[src/rtl/riscv_multicycle_if.sv]
// Instruction and data memory request/ready buses of the multi-cycle RV32I/RV64I core.
interface riscv_multicycle_if #(
   parameter int unsigned XLEN = 32
);
   logic            imem_req;
   logic [XLEN-1:0] imem_addr;
   logic            imem_ready;
   logic [31:0]     imem_rdata;
   logic            dmem_req;
   logic            dmem_we;
   logic [XLEN-1:0] dmem_addr;
   logic [XLEN-1:0] dmem_wdata;
   logic            dmem_ready;
   logic [XLEN-1:0] dmem_rdata;

   modport master (
      output imem_req, imem_addr, input imem_ready, imem_rdata,
      output dmem_req, dmem_we, dmem_addr, dmem_wdata,
      input  dmem_ready, dmem_rdata
   );

   modport slave (
      input  imem_req, imem_addr, output imem_ready, imem_rdata,
      input  dmem_req, dmem_we, dmem_addr, dmem_wdata,
      output dmem_ready, dmem_rdata
   );
endinterface

[src/rtl/riscv_multicycle.sv]
// Multi-cycle RV32I/RV64I subset core: FETCH/DECODE/EXEC/MEM/WB control FSM, register file
// and ALU, with instruction and data memories behind req/ready handshakes.
module riscv_multicycle #(
   parameter int unsigned     XLEN     = 32,
   parameter int unsigned     NREG     = 32,
   parameter logic [XLEN-1:0] RESET_PC = '0
) (
   input  logic                    clk,
   input  logic                    reset,
   riscv_multicycle_if.master      bus,
   output logic                    retire,
   output logic                    halt,
   input  logic [$clog2(NREG)-1:0] dbg_raddr,
   output logic [XLEN-1:0]         dbg_rdata
);
   localparam int unsigned RW     = $clog2(NREG);
   localparam int unsigned SW     = $clog2(XLEN);
   localparam logic [2:0]  F3_MEM = (XLEN == 64) ? 3'b011 : 3'b010;

   typedef enum logic [2:0] {S_FETCH, S_DECODE, S_EXEC, S_MEM, S_WB, S_HALT} state_e;
   typedef enum logic [2:0] {
      OP_ALU_R, OP_ALU_I, OP_LOAD, OP_STORE, OP_BRANCH, OP_JAL, OP_ILLEGAL
   } op_e;

   state_e          state;
   logic [31:0]     ir;
   logic [XLEN-1:0] pc, a, b, imm, aluout, mdr, target;
   logic            imem_req, dmem_req, dmem_we;
   logic [XLEN-1:0] dmem_addr, dmem_wdata;
   logic [XLEN-1:0] regs [NREG];

   logic [6:0]    opcode, f7;
   logic [2:0]    f3;
   logic [RW-1:0] rd, rs1, rs2;
   assign opcode = ir[6:0];
   assign f3     = ir[14:12];
   assign f7     = ir[31:25];
   assign rd     = ir[7 +: RW];
   assign rs1    = ir[15 +: RW];
   assign rs2    = ir[20 +: RW];

   assign bus.imem_req   = imem_req;
   assign bus.imem_addr  = pc;
   assign bus.dmem_req   = dmem_req;
   assign bus.dmem_we    = dmem_we;
   assign bus.dmem_addr  = dmem_addr;
   assign bus.dmem_wdata = dmem_wdata;

   // Debug port sees the pre-write value when a writeback lands on the same edge.
   assign dbg_rdata = (dbg_raddr == '0) ? '0 : regs[dbg_raddr];

   // Instruction class and immediate, decoded from the held IR.
   op_e         op;
   logic [31:0] imm32;
   logic [XLEN-1:0] imm_dec;
   always_comb begin
      op = OP_ILLEGAL;
      case (opcode)
         7'b0110011:
            if ((f3 == 3'b000 && (f7 == 7'h00 || f7 == 7'h20)) ||
                (f3 != 3'b000 && f3 != 3'b011 && f7 == 7'h00)) op = OP_ALU_R;
         7'b0010011:
            if (f3 == 3'b000 || f3 == 3'b010 || f3 == 3'b100 ||
                f3 == 3'b110 || f3 == 3'b111) op = OP_ALU_I;
         7'b0000011: if (f3 == F3_MEM) op = OP_LOAD;
         7'b0100011: if (f3 == F3_MEM) op = OP_STORE;
         7'b1100011: if (f3 == 3'b000 || f3 == 3'b001) op = OP_BRANCH;
         7'b1101111: op = OP_JAL;
         default: op = OP_ILLEGAL;
      endcase

      case (op)
         OP_STORE:  imm32 = {{20{ir[31]}}, ir[31:25], ir[11:7]};
         OP_BRANCH: imm32 = {{19{ir[31]}}, ir[31], ir[7], ir[30:25], ir[11:8], 1'b0};
         OP_JAL:    imm32 = {{11{ir[31]}}, ir[31], ir[19:12], ir[20], ir[30:21], 1'b0};
         default:   imm32 = {{20{ir[31]}}, ir[31:20]};
      endcase
      imm_dec = XLEN'($signed(imm32));
   end

   logic [XLEN-1:0] alu_b, alu_res;
   logic [SW-1:0]   shamt;
   logic            taken;
   always_comb begin
      alu_b = (op == OP_ALU_R) ? b : imm;
      shamt = alu_b[SW-1:0];
      case (f3)
         3'b000:  alu_res = (op == OP_ALU_R && f7[5]) ? a - alu_b : a + alu_b;
         3'b001:  alu_res = a << shamt;
         3'b010:  alu_res = ($signed(a) < $signed(alu_b)) ? XLEN'(1) : '0;
         3'b100:  alu_res = a ^ alu_b;
         3'b101:  alu_res = a >> shamt;
         3'b110:  alu_res = a | alu_b;
         3'b111:  alu_res = a & alu_b;
         default: alu_res = a + alu_b;
      endcase
      taken = (f3 == 3'b000) ? (a == b) : (a != b);
   end

   // Control FSM with datapath registers; every request/status output is a flop.
   always_ff @(posedge clk or posedge reset) begin
      if (reset) begin
         state      <= S_FETCH;
         pc         <= RESET_PC;
         ir         <= '0;
         a          <= '0;
         b          <= '0;
         imm        <= '0;
         aluout     <= '0;
         mdr        <= '0;
         target     <= '0;
         imem_req   <= 1'b0;
         dmem_req   <= 1'b0;
         dmem_we    <= 1'b0;
         dmem_addr  <= '0;
         dmem_wdata <= '0;
         retire     <= 1'b0;
         halt       <= 1'b0;
         for (int i = 0; i < int'(NREG); i++) regs[i] <= '0;
      end else begin
         retire <= 1'b0;
         case (state)
            S_FETCH: begin
               if (imem_req && bus.imem_ready) begin
                  ir       <= bus.imem_rdata;
                  imem_req <= 1'b0;
                  state    <= S_DECODE;
               end else begin
                  imem_req <= 1'b1;
               end
            end
            S_DECODE: begin
               if (op == OP_ILLEGAL) begin
                  halt  <= 1'b1;
                  state <= S_HALT;
               end else begin
                  a     <= regs[rs1];
                  b     <= regs[rs2];
                  imm   <= imm_dec;
                  state <= S_EXEC;
               end
            end
            S_EXEC: begin
               aluout <= alu_res;
               case (op)
                  OP_BRANCH: begin
                     pc       <= taken ? pc + imm : pc + XLEN'(4);
                     retire   <= 1'b1;
                     imem_req <= 1'b1;
                     state    <= S_FETCH;
                  end
                  OP_JAL: begin
                     aluout <= pc + XLEN'(4);
                     target <= pc + imm;
                     state  <= S_WB;
                  end
                  OP_LOAD, OP_STORE: begin
                     dmem_addr  <= a + imm;
                     dmem_wdata <= b;
                     dmem_we    <= (op == OP_STORE);
                     dmem_req   <= 1'b1;
                     state      <= S_MEM;
                  end
                  default: state <= S_WB;
               endcase
            end
            S_MEM: begin
               if (bus.dmem_ready) begin
                  dmem_req <= 1'b0;
                  dmem_we  <= 1'b0;
                  if (dmem_we) begin
                     pc       <= pc + XLEN'(4);
                     retire   <= 1'b1;
                     imem_req <= 1'b1;
                     state    <= S_FETCH;
                  end else begin
                     mdr   <= bus.dmem_rdata;
                     state <= S_WB;
                  end
               end
            end
            S_WB: begin
               if (rd != '0) regs[rd] <= (op == OP_LOAD) ? mdr : aluout;
               pc       <= (op == OP_JAL) ? target : pc + XLEN'(4);
               retire   <= 1'b1;
               imem_req <= 1'b1;
               state    <= S_FETCH;
            end
            S_HALT:  state <= S_HALT;
            default: state <= S_HALT;
         endcase
      end
   end
endmodule

[src/flat_wrapper.sv]
// flat-port wrapper written by rule: the top's interface ports become plain ports
module riscv_multicycle_flat 
#(
   parameter int unsigned     XLEN     = 32,
   parameter int unsigned     NREG     = 32,
   parameter logic [XLEN-1:0] RESET_PC = '0
)
  (clk, reset, retire, halt, dbg_raddr, dbg_rdata, bus_imem_req, bus_imem_addr, bus_imem_ready, bus_imem_rdata, bus_dmem_req, bus_dmem_we, bus_dmem_addr, bus_dmem_wdata, bus_dmem_ready, bus_dmem_rdata);
  riscv_multicycle_if #(.XLEN(XLEN)) bus_i ();
  input  logic clk;
  input  logic reset;
  output logic retire;
  output logic halt;
  input  logic [$clog2(NREG)-1:0] dbg_raddr;
  output logic [XLEN-1:0] dbg_rdata;
  output wire logic [$bits(bus_i.imem_req)-1:0] bus_imem_req;
  output wire logic [$bits(bus_i.imem_addr)-1:0] bus_imem_addr;
  input wire logic [$bits(bus_i.imem_ready)-1:0] bus_imem_ready;
  input wire logic [$bits(bus_i.imem_rdata)-1:0] bus_imem_rdata;
  output wire logic [$bits(bus_i.dmem_req)-1:0] bus_dmem_req;
  output wire logic [$bits(bus_i.dmem_we)-1:0] bus_dmem_we;
  output wire logic [$bits(bus_i.dmem_addr)-1:0] bus_dmem_addr;
  output wire logic [$bits(bus_i.dmem_wdata)-1:0] bus_dmem_wdata;
  input wire logic [$bits(bus_i.dmem_ready)-1:0] bus_dmem_ready;
  input wire logic [$bits(bus_i.dmem_rdata)-1:0] bus_dmem_rdata;
  assign bus_imem_req = bus_i.imem_req;
  assign bus_imem_addr = bus_i.imem_addr;
  assign bus_i.imem_ready = bus_imem_ready;
  assign bus_i.imem_rdata = bus_imem_rdata;
  assign bus_dmem_req = bus_i.dmem_req;
  assign bus_dmem_we = bus_i.dmem_we;
  assign bus_dmem_addr = bus_i.dmem_addr;
  assign bus_dmem_wdata = bus_i.dmem_wdata;
  assign bus_i.dmem_ready = bus_dmem_ready;
  assign bus_i.dmem_rdata = bus_dmem_rdata;
  riscv_multicycle #(.XLEN(XLEN), .NREG(NREG), .RESET_PC(RESET_PC)) u_core (.clk(clk), .reset(reset), .bus(bus_i), .retire(retire), .halt(halt), .dbg_raddr(dbg_raddr), .dbg_rdata(dbg_rdata));
endmodule
[config.mk]
export PLATFORM = sky130hd
export DESIGN_NAME = riscv_multicycle_flat
export DESIGN_NICKNAME = d
export VERILOG_FILES = /design/src/rtl/riscv_multicycle_if.sv /design/src/rtl/riscv_multicycle.sv /design/src/flat_wrapper.sv
export SDC_FILE = /design/constraint.sdc
export NUM_CORES = 2
export LEC_CHECK = 0
export CORE_MARGIN = 4
export CORE_UTILIZATION = 30
export DETAILED_ROUTE_END_ITERATION = 7
export HOLD_SLACK_MARGIN = 0.12
export MAX_ROUTING_LAYER = met4
export PLACE_DENSITY = 0.47
export SLEW_MARGIN = 20
export SYNTH_ARGS = -nofsm -noshare
export SYNTH_HDL_FRONTEND = slang
export SYNTH_SLANG_ARGS = --single-unit
[constraint.sdc]
create_clock -name clk -period 114.5 [get_ports clk]
set_input_delay 22.9 -clock clk [delete_from_list [all_inputs] [get_ports clk]]
set_output_delay 22.9 -clock clk [all_outputs]
set_load 0.1 [all_outputs]
==> impl_metrics.sql <==
INSERT INTO impl_metrics (metric_group, metric, value, unit) VALUES
('worst_setup_path', 'cp_top_family', 'buffers and inverters', ''),
('place', 'gp_routability_congestion', '0.986', ''),
('worst_setup_path', 'worstSetupStartpointType', 'primary input', ''),
('yosys', 'ys_seq_area_frac', '0.394', ''),
('yosys', 'synth_largest_type_area_fraction', '0.394', ''),
('yosys', 'yosys_warnings', '0', ''),
('power_and_ir_drop', 'leakage_power_figure', '39.4', 'nW'),
('sta', 'clock.fmax', '0.0199', 'GHz'),
('sta', 'timing_worst_slew_pin_value', '1270', 'ps'),
('grt', 'antenna_violations_before_repair', '16', ''),
('drt', 'detail_route.vias_per_cell', '5.86', ''),
('clock_tree', 'deepest_level_of_the_cts_h_tree', '4', ''),
('floorplanning', 'initial_utilization', '0.302', ''),
('grt', 'remaining_overflow_grt', '0', ''),
('worst_setup_path', 'critical_path.slowest_cell', 'sky130_fd_sc_hd__clkdlybuf4s50_1', ''),
('drt', 'detail_route.wirelength', '358000', 'µm'),
('clock_tree', 'tritoncts', 'yes', ''),
('yosys', 'netlist_area', '85300', 'µm²'),
('sta', 'final-hold-violation-count', '0', ''),
('worst_setup_path', 'worstSetupPathType', 'in -> out', ''),
('floorplanning', 'dieWidth', '541', 'µm'),
('grt', 'grt_use_total', '0.248', ''),
('sta', 'finalClockSkew', '29.2', 'ps'),
('job', 'max_cap_viols', '0', ''),
('worst_setup_path', 'worst_setup_path_startpoint', 'dbg_raddr[1]', ''),
('place', 'numPortBuffers', '205', ''),
('yosys', 'synth_cell_type_count', '95', ''),
('yosys', 'yosys_reg_bits', '1341', ''),
('sta', 'timing.slew.headroom', '0.148', ''),
('sta', 'setup-violations-final', '0', ''),
('yosys', 'postSynth.asyncResetShare', '1.00', ''),
('clock_tree', 'cts_buffers', '157', ''),
('power_and_ir_drop', 'power-per-cell-area', '10.8', 'nW/µm²'),
('clock_tree', 'post-cts-setup-buffer-count', '0', ''),
('yosys', 'syn-num-nets', '8072', ''),
('sta', 'holdWs', '418', 'ps'),
('worst_setup_path', 'cp.required', '91600', 'ps'),
('hold_path', 'hold_class', 'reg -> reg', ''),
('worst_setup_path', 'worst-endpoint-arrival', '27440', 'ps'),
('clock_tree', 'cts-root-to-sink-buffers', '3', ''),
('floorplanning', 'fp.dieH', '541', 'µm'),
('power_and_ir_drop', 'vdd_ir_drop_max', '0.0104', 'mV'),
('hold_path', 'min-delay-start', 'u_core.regs[999]$_DFFE_PP0P_', ''),
('cells_and_area', 'area.growth.synth_to_final', '13.6', '%'),
('place', 'dp_hpwl', '238000', 'µm'),
('floorplanning', 'floorplan.io_pins', '206', ''),
('worst_setup_path', 'worst_path_buf_inv', '4', ''),
('clock_tree', 'cells_resized_by_post_cts_repair', '0', ''),
('drt', 'drt-wirelength-per-cell', '31.0', 'µm'),
('status', 'violations', 'design-rule violations', ''),
('clock_tree', 'cts-hold-fix-buffers', '0', ''),
('drt', 'count_of_antenna_violating_nets_left_after_detailed_routing', '0', ''),
('yosys', 'syn-mean-instance-area', '10.9', 'µm²'),
('drt', 'vias', '67542', ''),
('drt', 'detailedRoute.firstIterationViolations', '7398', ''),
('grt', 'grt_start_max_net_pins', '166', ''),
('clock_tree', 'clock_tree.root_cell', 'sky130_fd_sc_hd__clkbuf_16', ''),
('drt', 'drt_drc', '1', ''),
('sta', 'setup_tns', '0', 'ps'),
('sta', 'rsz_0062_raised_after_global_routing', 'no', ''),
('status', 'result_of_the_run', 'finished, violations left', ''),
('cells_and_area', 'final_nets', '7884', ''),
('floorplanning', 'row_count', '195', ''),
('cells_and_area', 'filler_cell_count', '28190', ''),
('yosys', 'ys.flop_type', 'sky130_fd_sc_hd__dfrtp_1', ''),
('yosys', 'synth_edf_count', '0', ''),
('yosys', 'synth_top_cell_by_area', 'sky130_fd_sc_hd__dfrtp_1', ''),
('worst_setup_path', 'worst_setup_path_end_kind', 'output port', ''),
('sta', 'maxSlewViolCount', '0', ''),
('cells_and_area', 'fraction_of_layout_cells_with_a_size_suffix_above_1', '0.217', ''),
('worst_setup_path', 'critical_path_peak_fanout', '73', '');
stage by stage:
stage                      util  power (mW)  area [µm²]  worst slack [ps]  std cells
after CTS                 0.343        1.05       96800             64080      11522
after global routing      0.343        1.08       96800             63840      11527
final                     0.343        1.04       96800             64160      11531
after detailed placement  0.323       0.510       91300             64090      11237
after global placement    0.323       0.509       91200             64220      11234
after floorplan               -       0.500       85300             53800       7843
cell type report:
| type | instances | area [µm²] | share of cell area |
|---|---|---|---|
| flip-flops and latches | 1341 | 33600 | 0.347 |
| well taps | 3743 | 4680 | 0.0484 |
| diodes | 7 | 17.5 | 0.000181 |
| inverters | 130 | 495 | 0.00512 |
| repair buffers | 408 | 3700 | 0.0382 |
| clock buffers | 213 | 4420 | 0.0456 |
| multi-input cells | 5617 | 48800 | 0.504 |
| clock inverters | 72 | 1110 | 0.0114 |
cell usage after synthesis, types with 109 or more instances:
| cell type | instances |
|---|---|
| sky130_fd_sc_hd__dfrtp_1 | 1341 |
| sky130_fd_sc_hd__mux4_2 | 960 |
| sky130_fd_sc_hd__nand2_1 | 873 |
| sky130_fd_sc_hd__nor2_1 | 847 |
| sky130_fd_sc_hd__a21oi_1 | 821 |
| sky130_fd_sc_hd__o21ai_0 | 669 |
| sky130_fd_sc_hd__clkbuf_1 | 616 |
| sky130_fd_sc_hd__mux2i_1 | 233 |
| sky130_fd_sc_hd__ha_1 | 153 |
| sky130_fd_sc_hd__inv_1 | 125 |
| sky130_fd_sc_hd__mux2_2 | 123 |
| sky130_fd_sc_hd__buf_1 | 109 |
layout by cell type (no fill, tap or decap), types with 53 or more instances in the layout:
cell type | Yosys | layout
sky130_fd_sc_hd__nand3_1 | 60 | 60
sky130_fd_sc_hd__buf_4 | 8 | 194
sky130_fd_sc_hd__clkdlybuf4s50_1 | 0 | 199
sky130_fd_sc_hd__clkbuf_16 | 0 | 158
sky130_fd_sc_hd__mux4_2 | 960 | 960
sky130_fd_sc_hd__mux2i_1 | 233 | 201
sky130_fd_sc_hd__inv_1 | 125 | 123
sky130_fd_sc_hd__xnor2_1 | 90 | 88
sky130_fd_sc_hd__nor2_1 | 847 | 829
sky130_fd_sc_hd__o21ai_0 | 669 | 668
sky130_fd_sc_hd__xor2_1 | 73 | 73
sky130_fd_sc_hd__dfrtp_1 | 1341 | 1331
sky130_fd_sc_hd__mux2_2 | 123 | 123
sky130_fd_sc_hd__a21oi_1 | 821 | 821
sky130_fd_sc_hd__nor3_1 | 55 | 53
sky130_fd_sc_hd__ha_1 | 153 | 153
sky130_fd_sc_hd__nand2_1 | 873 | 854
layer usage:
layer / up-vias / part of all wire / track usage
met5: - / 0 / -
met1: 35003 / 0.42 / 0.326
met2: 3110 / 0.46 / 0.375
met3: 662 / 0.075 / 0.0431
li1: 28767 / - / -
met4: 0 / 0.054 / 0.112
cell families (layout without fill, tap and decap cells):
group	Yosys count	after routing	share of synthesized area
AOI/OAI and AO/OA	1924	1924	0.130
xor gates and xnor gates	163	163	0.0167
adders and majority gates	156	156	0.0232
buffers and inverters	885	823	0.0396
DFF	1341	1341	0.394
muxes	1317	1317	0.297
other	0	7	0
and+or+nand+nor	2057	2057	0.0999
sequential cells by signal (all words and copies together) (netlist names):
register,flops
u_core.regs,1024
u_core.a,32
u_core.aluout,32
u_core.b,32
u_core.bus.dmem_addr,32
u_core.bus.dmem_wdata,32
u_core.bus.imem_addr,32
u_core.ir,32
u_core.mdr,32
u_core.target,32
u_core.imm,21
u_core.state,3
u_core.bus.dmem_req,1
u_core.bus.dmem_we,1
u_core.bus.imem_req,1
u_core.halt,1
u_core.retire,1
final timing paths:
path | end | slack [ps] | cells after the start
hold reg to reg | u_core.regs[999]$_DFFE_PP0P_ | 420 | 0
max in group asynchronous | u_core.regs[636]$_DFFE_PP0P_ | 88830 | 5
hold / removal | u_core.regs[999]$_DFFE_PP0P_ | 420 | 0
setup reg to reg | u_core.aluout[28]$_DFFE_PP0P_ | 106320 | 23
setup / recovery | dbg_rdata[28] | 64160 | 8
min in group asynchronous | u_core.ir[10]$_DFFE_PP0P_ | 22600 | 2
where the power goes:
group	internal, mW	switching [mW]
clock	0.319	0.223
combinational	0.00740	0.0185
sequential	0.474	0
(Power assumes the default switching activity.)
